<file path="config.mk">
export PLATFORM = sky130hd
export DESIGN_NAME = dec_control
export DESIGN_NICKNAME = d
export VERILOG_FILES = /design/src/rtl/dec_control.sv
export SDC_FILE = /design/constraint.sdc
export NUM_CORES = 1
export LEC_CHECK = 0
export ABC_AREA = 1
export ABC_CLOCK_PERIOD_IN_PS = 2700
export BUFFER_PORTS_ARGS = -buffer_cell sky130_fd_sc_hd__buf_4
export CAP_MARGIN = 15
export CORE_MARGIN = 4
export CORE_UTILIZATION = 45
export DETAILED_ROUTE_END_ITERATION = 10
export PLACE_DENSITY = 0.71
export SETUP_SLACK_MARGIN = 0.4
export SLEW_MARGIN = 20
export SYNTH_ARGS = -nofsm -noshare
export SYNTH_HDL_FRONTEND = slang
export SYNTH_SLANG_ARGS = --single-unit
</file>
<file path="constraint.sdc">
create_clock -name clk -period 2.7 [get_ports clk]
set_input_delay 0.135 -clock clk [delete_from_list [all_inputs] [get_ports clk]]
set_output_delay 0.135 -clock clk [all_outputs]
set_load 0.05 [all_outputs]
</file>
<file path="src/rtl/dec_control.sv">
// Decoder-side sequencer: after the encoder finishes, releases dec1..dec3 from
// hold on a fixed cycle schedule, then raises a sticky done flag and a pulse.
module dec_control #(
  parameter int OFFSET    = 2,
  parameter int DEC1_CC   = 8,
  parameter int SOFTPLUS1 = 3,
  parameter int DEC2_CC   = 8,
  parameter int SOFTPLUS2 = 3,
  parameter int DEC3_CC   = 12,
  parameter int SIGMOID   = 3
) (
  input  logic       clk,
  input  logic       reset,
  input  logic       restart_i,
  input  logic       enc_done_i,
  output logic       dec1_hold_o,
  output logic       dec2_hold_o,
  output logic       dec3_hold_o,
  output logic       busy_o,
  output logic       done_flag_o,
  output logic       done_pulse_o,
  output logic [6:0] debug_cc_o,
  output logic [1:0] debug_state_o
);

  // Release points in run cycles; T3 must stay below 127 so cc never wraps.
  localparam logic [6:0] T0 = 7'(OFFSET);
  localparam logic [6:0] T1 = 7'(OFFSET + DEC1_CC + SOFTPLUS1);
  localparam logic [6:0] T2 = 7'(OFFSET + DEC1_CC + SOFTPLUS1 + DEC2_CC + SOFTPLUS2);
  localparam logic [6:0] T3 = 7'(OFFSET + DEC1_CC + SOFTPLUS1 + DEC2_CC + SOFTPLUS2
                                 + DEC3_CC + SIGMOID);

  typedef enum logic [1:0] {
    IDLE = 2'd0,
    RUN  = 2'd1,
    DONE = 2'd2
  } state_e;

  state_e     state_q;
  logic [6:0] cc_q;
  logic       dec1_hold_q;
  logic       dec2_hold_q;
  logic       dec3_hold_q;
  logic       done_flag_q;
  logic       done_pulse_q;
  logic       enc_done_q;
  logic       start;

  assign start = enc_done_i & ~enc_done_q;

  always_ff @(posedge clk or posedge reset) begin
    if (reset) begin
      state_q      <= IDLE;
      cc_q         <= 7'd0;
      dec1_hold_q  <= 1'b1;
      dec2_hold_q  <= 1'b1;
      dec3_hold_q  <= 1'b1;
      done_flag_q  <= 1'b0;
      done_pulse_q <= 1'b0;
      enc_done_q   <= 1'b0;
    end else if (restart_i) begin
      // Sampling enc_done here means a level still high cannot retrigger.
      state_q      <= IDLE;
      cc_q         <= 7'd0;
      dec1_hold_q  <= 1'b1;
      dec2_hold_q  <= 1'b1;
      dec3_hold_q  <= 1'b1;
      done_flag_q  <= 1'b0;
      done_pulse_q <= 1'b0;
      enc_done_q   <= enc_done_i;
    end else begin
      enc_done_q   <= enc_done_i;
      done_pulse_q <= 1'b0;
      case (state_q)
        IDLE: begin
          if (start) begin
            cc_q    <= 7'd0;
            state_q <= RUN;
          end
        end
        RUN: begin
          cc_q <= cc_q + 7'd1;
          if (cc_q == T0) dec1_hold_q <= 1'b0;
          if (cc_q == T1) dec2_hold_q <= 1'b0;
          if (cc_q == T2) dec3_hold_q <= 1'b0;
          if (cc_q == T3) begin
            done_flag_q  <= 1'b1;
            done_pulse_q <= 1'b1;
            state_q      <= DONE;
          end
        end
        DONE: begin
        end
        default: state_q <= IDLE;
      endcase
    end
  end

  assign dec1_hold_o   = dec1_hold_q;
  assign dec2_hold_o   = dec2_hold_q;
  assign dec3_hold_o   = dec3_hold_q;
  assign done_flag_o   = done_flag_q;
  assign done_pulse_o  = done_pulse_q;
  assign debug_cc_o    = cc_q;
  assign busy_o        = (state_q == RUN);
  assign debug_state_o = state_q;

endmodule
</file>
* Yosys cells after proc, flatten, opt, wreduce, memory -nomap -nowiden *
Cells that the tools add are included.
Widths: inputs -> output; s select.

cells by class
  $add $sub $neg = 1
  bitwise operators = 2
  equality and inequality tests = 9
  reductions and logical operators = 13
  multiplexer cells = 22

operator list
  cell                 number
  $mux 1               15
  $mux 7               2
  $pmux 7 s2           1
  $reduce_and 2->1     5
  $reduce_bool 2->1    5
  $add 7x1->7 const B  1
  $eq 7x2->1 const B   1
  $eq 7x4->1 const B   1
  $eq 7x5->1 const B   1
  $eq 7x6->1 const B   1
  $mux 2               3
  $pmux 2 s3           1
  $ne 3x2->1 const B   1
  $ne 3x3->1 const B   1
  $reduce_and 3->1     1
  $reduce_bool 3->1    1
  $eq 2x1->1 const B   1
  $eq 2x2->1 const B   1
  $logic_not 2->1      1
  $ne 2x2->1 const B   1
  $and 1x1->1          1
  $not 1->1            1

storage, ports and cells
  input bits = 4
  logic and storage cells = 55
  register bits = 15
  output and inout port bits = 15

* Logic depth before layout (Yosys ltp) *
Gate-level depths: netlist (run 1).

  depth after elaboration = 5
  mapped depth = 7
  mapped depth without buffers = 7

* Worst setup path after synthesis (run 1) *
Ideal clock, no wire load.

  kind = register -> register
  start point = register state_q[0], in the netlist debug_state_o[0]
  end point = register cc_q[0], in the netlist debug_cc_o[0]
  period minus slack after synthesis = 1609 ps
  required time = 2559 ps
  cell stages (with the launch flop) = 8
  arrival time = 1468 ps
  setup slack = 1091 ps
  path buffers = 0
  library setup time = 141 ps
  cells stage by stage = dfrtp_1 -> inv_1 -> nor2_4 -> nor2_2 -> nand2_2 -> inv_2 -> nand2_2 -> o21ai_2

between the ends
  cells in the longest elaborated chain, start to end = 3
  elaborated cells on any way between the ends = 7
  those cells by class = 2 x eq/ne; 2 x mux; 3 x reduce/logical

ends and longest elaborated chain
  element                                                 RTL line  text
  start, declared                                         39        state_e state_q;
  start signal, assigned                                  53        state_q <= IDLE;
  start signal, assigned                                  63        state_q <= IDLE;
  start signal, assigned                                  78        state_q <= RUN;
  $eq 2x1->1 (*)                                          -
  via busy_o                                              19        output logic busy_o,
  $pmux 7 s2 / $reduce_bool 3->1 (equally long branches)  -
  $mux 7 / $reduce_and 2->1 (equally long branches)       -
  end signal, assigned                                    82        cc_q <= cc_q + 7'd1;
  end, declared                                           40        logic [6:0] cc_q;

The timed path passes the listed nets; every way through them passes the cells marked *.
A chain may end at the register's enable or synchronous reset.

* Worst setup path in the final report (run 1) *
  start point = register cc_q[0], in the netlist debug_cc_o[0]
  end point = register state_q[0], in the netlist debug_state_o[0]

between the ends
  cells in the longest elaborated chain, start to end = 3

ends and longest elaborated chain
  element                            RTL line  text
  $eq 7x6->1                         86        if (cc_q == T3) begin
  $ne 3x2->1 (no source line)        -
  $reduce_and 3->1 (no source line)  -
  end signal, assigned               78
  end signal, assigned               89        state_q <= DONE;
  end signal, assigned               94        default: state_q <= IDLE;

Every way passes these cells.

==> metrics.txt, run 1 <==
status=complete, no violations; Area Overhead vs Synth=24.8%; final setup margin=1.34 ns; YS warnings=0; initial DRC count=21; xor/xnor share of the synthesized area=0%; slowest stage delay, CP=0.48 ns; post-synth top area share=a little over a third; std cell rows=15; kind of critical path=flip-flop to flip-flop; final WL=1.82 mm; I/O Buffers=18; Arr. time, crit path=1.54 ns; mux cell area share after synthesis=0%; die area=approximately 0.0026 sq mm; Req. time, crit path=about 2.9 ns; Post-Syn Area=826 sq um; Starting Density=47.8%; relative slew slack=62.4%; endpoint type of the worst setup path=flip-flop; insertion delay to the later sink of the worst-skew pair=between 0.2 and 0.3 ns; worst vdd ir=roughly 0.00027 V; min-delay src=restart_i; Max clock buf depth=2; critical path's slowest cell=dfrtp_1; count of cell types in the netlist=22; Synth area leaders=dfrtp_1 (36%), dfstp_2 (9.5%), nand2_1 (7.7%), ha_1 (6.1%), inv_1 (5.9%); largest net degree at the start of global routing=16; most common cell after layout, fill and taps aside=buf_4; DRC=0; core area=0.00173 sq mm; max cap viols=0; worst slew pin tran=0.563 ns; via count=727; worst slack at placement=approximately 1.4 ns; Placer Congestion=about 0.98; Seq/Total Area, Yosys=45.9%; I/O pins=19; cell taking the most area after synthesis=dfrtp_1; Hold Fails Final Rpt=0; final net count=129; via-per-instance ratio=between 5 and 6; H-tree depth=1; initial antenna violation count=0; CTS buffer count=3; Clock Sinks=15; leakage=about 0.5 nW; critical path, cell by cell=ha_1 > inv_1 > nor2_4 > nand4_2 > nand2_1 > o21ai_2; CP max FO=7; CTS tree=built; vias in the first global route=between 700 and 800; Routed WL per cell=around 13 um; Tmin final=1.36 ns; Die Span Y=50.8 um; Hold Crit Class=primary input to flip-flop; Compound-Gate Fraction of Synth Area=9.24%; RR Startpoint=debug_cc_o[0]$_DFFE_PP0P_; DR pass1 iterations=4; unrepaired setup endpoints after global routing=false; multi-input logic area=roughly 380 sq um; syn_nets=about 110; critical path startpoint=debug_cc_o[0]$_DFFE_PP0P_; commonest cells after routing, fill and taps aside=buf_4 (18), nand2_1 (17), inv_1 (13); Final HPWL DP=about 1.5 mm; largest family of logic cells by synthesized area=simple AND/OR/NAND/NOR gates; clk_skew=0.00357 ns; Tcrit/Tclk final=between 50 and 60%; post-synthesis adder-cell area fraction=6.06%; ant diodes=0; clock slew at reported path FFs=0.09 ns; Slew Limit Fails=0; all-layer global routing usage=16.9%; GRT overflow=0; first-pass GRT wire length=3.22 mm; Die Wd=50.8 um; Seq. cell area=379 sq um; Fin Setup TNS=0 ns; post-synthesis instance total=97; Filler cells=164; Worst Setup Start Kind=flip-flop; highest clock rate=733 MHz; post-synthesis simple-gate area fraction=30.6%; Final Setup Violations=0; fraction of layout cells with a size suffix above 1=about a third; PD cells=409 mW/mm^2; syn_area_per_cell=8.51 sq um; Seq cells post-synth=15; root buffer cell=clkbuf_4; Routed Antenna Nets=0
-- final cells by class --
cell class | instances | share of cell area (%)
Clock buffer | 4 | 2.55
Inverter | 16 | 5.83
Multi-Input combinational cell | 65 | 36.8
Sequential cell | 15 | 36.8
Timing Repair Buffer | 20 | 15.0
Tap cell | 25 | 3.03
-- timing repair --
| item | CTS | global route |
|---|---|---|
| setup buffers | 0 | 0 |
| resized for setup | 0 | 0 |
| hold buffers | 2 | 0 |
| hold endpoints to repair | 13 | 0 |
-- registers in the layout, indices dropped and copies added, names as in the netlist --
signal and count:
dec3_hold_o 1, debug_state_o 2, dec2_hold_o 1, dec1_hold_o 1, done_pulse_o 1, debug_cc_o 7
done_flag_o 1, enc_done_q 1
-- synthesized netlist by cell type, drive strengths merged --
| library cell | count |
|---|---|
| dfstp | 3 |
| nand3b | 1 |
| o21ai | 8 |
| buf | 1 |
| inv | 16 |
| o22ai | 1 |
| nand2 | 21 |
| nand4 | 7 |
| a21oi | 3 |
| nand3 | 7 |
| dfrtp | 12 |
| ha | 4 |
| nor2 | 13 |
-- logic make-up (layout without fill, tap and decap cells) --
family	after synthesis	count (layout)
and+or+nand+nor	49	49
buffers and inverters	17	40
AOI/OAI and AO/OA	12	12
adders and majority gates	4	4
DFF	15	15
-- critical path: cells and delay by family (launching register included) --
kind	cells	cell delay [ns]
flip-flops	1	0.48
AND/OR/NAND/NOR	3	0.37
adder cells (fa/ha/maj)	1	0.25
buffers and inverters	1	0.10
AO/OA/AOI/OAI	1	0.05
-- final timing paths --
kind | cells after the start | slack, ns | end
min in group asynchronous | 3 | 0.46 | debug_cc_o[0]$_DFFE_PP0P_
min | 3 | 0.14 | dec3_hold_o$_DFFE_PP1P_
max | 6 | 1.34 | debug_state_o[0]$_DFFE_PP0P_
min reg2reg | 2 | 0.50 | dec1_hold_o$_DFFE_PP1P_
max reg2reg | 6 | 1.34 | debug_state_o[0]$_DFFE_PP0P_
max in group asynchronous | 3 | 1.86 | dec1_hold_o$_DFFE_PP1P_
-- where the power goes --
group          internal [W]   total, W  leakage [nW]  switching, W
clock             0.0000573   0.000128        0.0150     0.0000703
combinational     0.0000181  0.0000615         0.293     0.0000435
sequential         0.000228   0.000233         0.196    0.00000457
total              0.000304   0.000422         0.504      0.000118
-- metrics by stage --
| stage | hold slack (ns) | instances | total power [W] | area (sq um) | utilization [%] |
|---|---|---|---|---|---|
| global route | 0.131 | 145 | 0.000447 | 1030 | 59.7 |
| detailed placement | 0.236 | 139 | 0.000298 | 985 | 57.0 |
| finish | 0.141 | 145 | 0.000422 | 1030 | 59.7 |
| global placement | 0.224 | 139 | 0.000297 | 985 | 57.0 |
| CTS | 0.133 | 145 | 0.000427 | 1030 | 59.7 |
| floorplan | 0.0343 | 97 | 0.000278 | 826 | - |
-- metal layers --
layer  vias to the layer above  routed length, um  track usage (%)
met2                        23                895             27.0
met5                         -                  0                0
li1                        360                  -                -
met4                         0                 33             7.62
met1                       339                781             21.2
met3                         5                113             4.66
(Power assumes the default switching activity.)
==> run 2, diff against run 1 <==
--- a/config.mk
+++ b/config.mk
@@ -6,13 +6,13 @@
 export NUM_CORES = 1
 export LEC_CHECK = 0
 export ABC_AREA = 1
-export ABC_CLOCK_PERIOD_IN_PS = 2700
+export ABC_CLOCK_PERIOD_IN_PS = 1190
 export BUFFER_PORTS_ARGS = -buffer_cell sky130_fd_sc_hd__buf_4
 export CAP_MARGIN = 15
 export CORE_MARGIN = 4
 export CORE_UTILIZATION = 45
 export DETAILED_ROUTE_END_ITERATION = 10
-export PLACE_DENSITY = 0.71
+export PLACE_DENSITY = 0.73
 export SETUP_SLACK_MARGIN = 0.4
 export SLEW_MARGIN = 20
 export SYNTH_ARGS = -nofsm -noshare
==> constraint.sdc (replaced) <==
create_clock -name clk -period 1.19 [get_ports clk]
set_input_delay 0.0595 -clock clk [delete_from_list [all_inputs] [get_ports clk]]
set_output_delay 0.0595 -clock clk [all_outputs]
set_load 0.05 [all_outputs]
==> metrics.txt, run 2 (synthesis gave the netlist of run 1 again) <==
std cell rows=15; H-tree depth=1; Area Overhead vs Synth=76.5%; Hold Crit Class=primary input to asynchronous set/reset pin; PD cells=745 mW/mm^2; die area=roughly 0.0026 sq mm; GRT overflow=0; Slew Limit Fails=0; leakage=0.640 nW; Routed WL per cell=16.9 um; Placer Congestion=0.861; Routed Antenna Nets=0; Filler cells=90; highest clock rate=around 840 MHz; Die Span Y=50.8 um; Tcrit/Tclk final=99.8%; largest net degree at the start of global routing=16; worst vdd ir=0.000509 V; Tmin final=approximately 1.2 ns; Req. time, crit path=1.13 ns; core area=roughly 0.0017 sq mm; Seq. cell area=around 390 sq um; I/O Buffers=18; clock slew at reported path FFs=0.09 ns; Largest register FFs=7; final WL=2.78 mm; kind of critical path=flip-flop to output port; Final Util=84.4%; max cap viols=0; via-per-instance ratio=5.52; Final Setup Violations=0; CP max FO=2; CTS buffer count=3; FF-to-FF setup slack=0.02 ns; fraction of layout cells with a size suffix above 1=63.3%; commonest cells after routing, fill and taps aside=nand2_1 (15), buf_4 (15), buf_6 (12); I/O pins=19; CTS tree=built; Worst Setup Start Kind=flip-flop; RR Startpoint=debug_state_o[1]$_DFFE_PP0P_; Clock Sinks=15; root buffer cell=clkbuf_4; final net count=148; DRC=0; multi-input logic area=512 sq um; Die Wd=50.8 um; endpoint type of the worst setup path=output port; FF-to-FF End=debug_cc_o[6]$_DFFE_PP0P_; violated checks=hold timing; Hold Fails Final Rpt=12; via count=906; relative slew slack=61.1%; unrepaired setup endpoints after global routing=true; vias in the first global route=868; Max clock buf depth=2; status=finished with violations; ant diodes=0; Starting Density=47.8%; initial antenna violation count=0; hold slack final=-0.178 ns; DR pass1 iterations=4; initial DRC count=34; Final HPWL DP=around 1.5 mm; first-pass GRT wire length=roughly 4.4 mm; worst slew pin tran=0.583 ns; worst r2r path cells=6; Arr. time, crit path=1.13 ns; Hold-fix buffers, CTS=1; clk_skew=approximately 0.0065 ns; all-layer global routing usage=approximately a quarter; insertion delay to the later sink of the worst-skew pair=roughly 0.29 ns
[run 2: cell types whose count changed in the layout (fill, tap and decap cells not counted), sizes merged]
cell | previous run | this run
buf | 18 | 38
dlygate4sd3 | 2 | 1
[run 2: final cells by class]
type / instances / area share, %
Clock buffer: 4 / 1.80
Inverter: 16 / 5.32
Multi-Input combinational cell: 65 / 35.1
Sequential cell: 15 / 26.6
Tap cell: 25 / 2.15
Timing Repair Buffer: 39 / 29.0
[run 2: stage by stage]
stage / area, sq um / worst slack, ns / total power, W / cells / setup TNS [ns]
2_1_floorplan: 831 / -0.237 / 0.000633 / 97 / -2.41
3_3_place_gp: 1030 / 0.0318 / 0.000692 / 145 / 0
3_5_place_dp: 1030 / -0.00751 / 0.000696 / 145 / -0.0136
4_1_cts: 1380 / 0.0372 / 0.00106 / 161 / 0
5_1_grt: 1460 / -0.0564 / 0.00115 / 164 / -0.205
6_report: 1460 / 0.00294 / 0.00109 / 164 / 0
[run 2: power breakdown]
| part | switching [W] | total [W] | leakage [nW] | internal (W) |
|---|---|---|---|---|
| registers | 0.00000958 | 0.000529 | 0.184 | 0.000520 |
| clock network | 0.000168 | 0.000299 | 0.0150 | 0.000131 |
| logic | 0.000148 | 0.000258 | 0.441 | 0.000110 |
[run 2: repair_timing]
item	CTS	global route
setup endpoints to repair	29	29
buffers inserted	11	3
endpoints found under the hold margin	13	12
pin swaps	14	12
resized for setup	61	16
[run 2: critical path: stages (launching register included)]
cell	delay, ns
dfrtp_2	0.39
inv_2	0.05
nor2_4	0.14
buf_6	0.13
buf_8	0.14
[run 2: worst max path at each step]
stage	startpoint	end	slack, ns	cells past startpoint
6_report	debug_state_o[0]$_DFFE_PP0P_	busy_o	0.003	4
5_1_grt	debug_state_o[1]$_DFFE_PP0P_	debug_cc_o[6]$_DFFE_PP0P_	-0.06	6
4_1_cts	debug_state_o[1]$_DFFE_PP0P_	busy_o	0.04	3
3_5_place_dp	debug_cc_o[1]$_DFFE_PP0P_	dec2_hold_o$_DFFE_PP1P_	-0.008	6
3_3_place_gp	debug_cc_o[1]$_DFFE_PP0P_	dec3_hold_o$_DFFE_PP1P_	0.03	6
2_1_floorplan	debug_state_o[0]$_DFFE_PP0P_	debug_cc_o[0]$_DFFE_PP0P_	-0.24	7
[run 2: layer usage]
metal  GRT usage [%]  vias to the layer above  routed length (um)
li1                -                      401                   -
met1            30.3                      441                1140
met2            37.4                       53                1370
met3            4.96                       11                 166
met4            11.2                        0                 108
met5               0                        -                   0
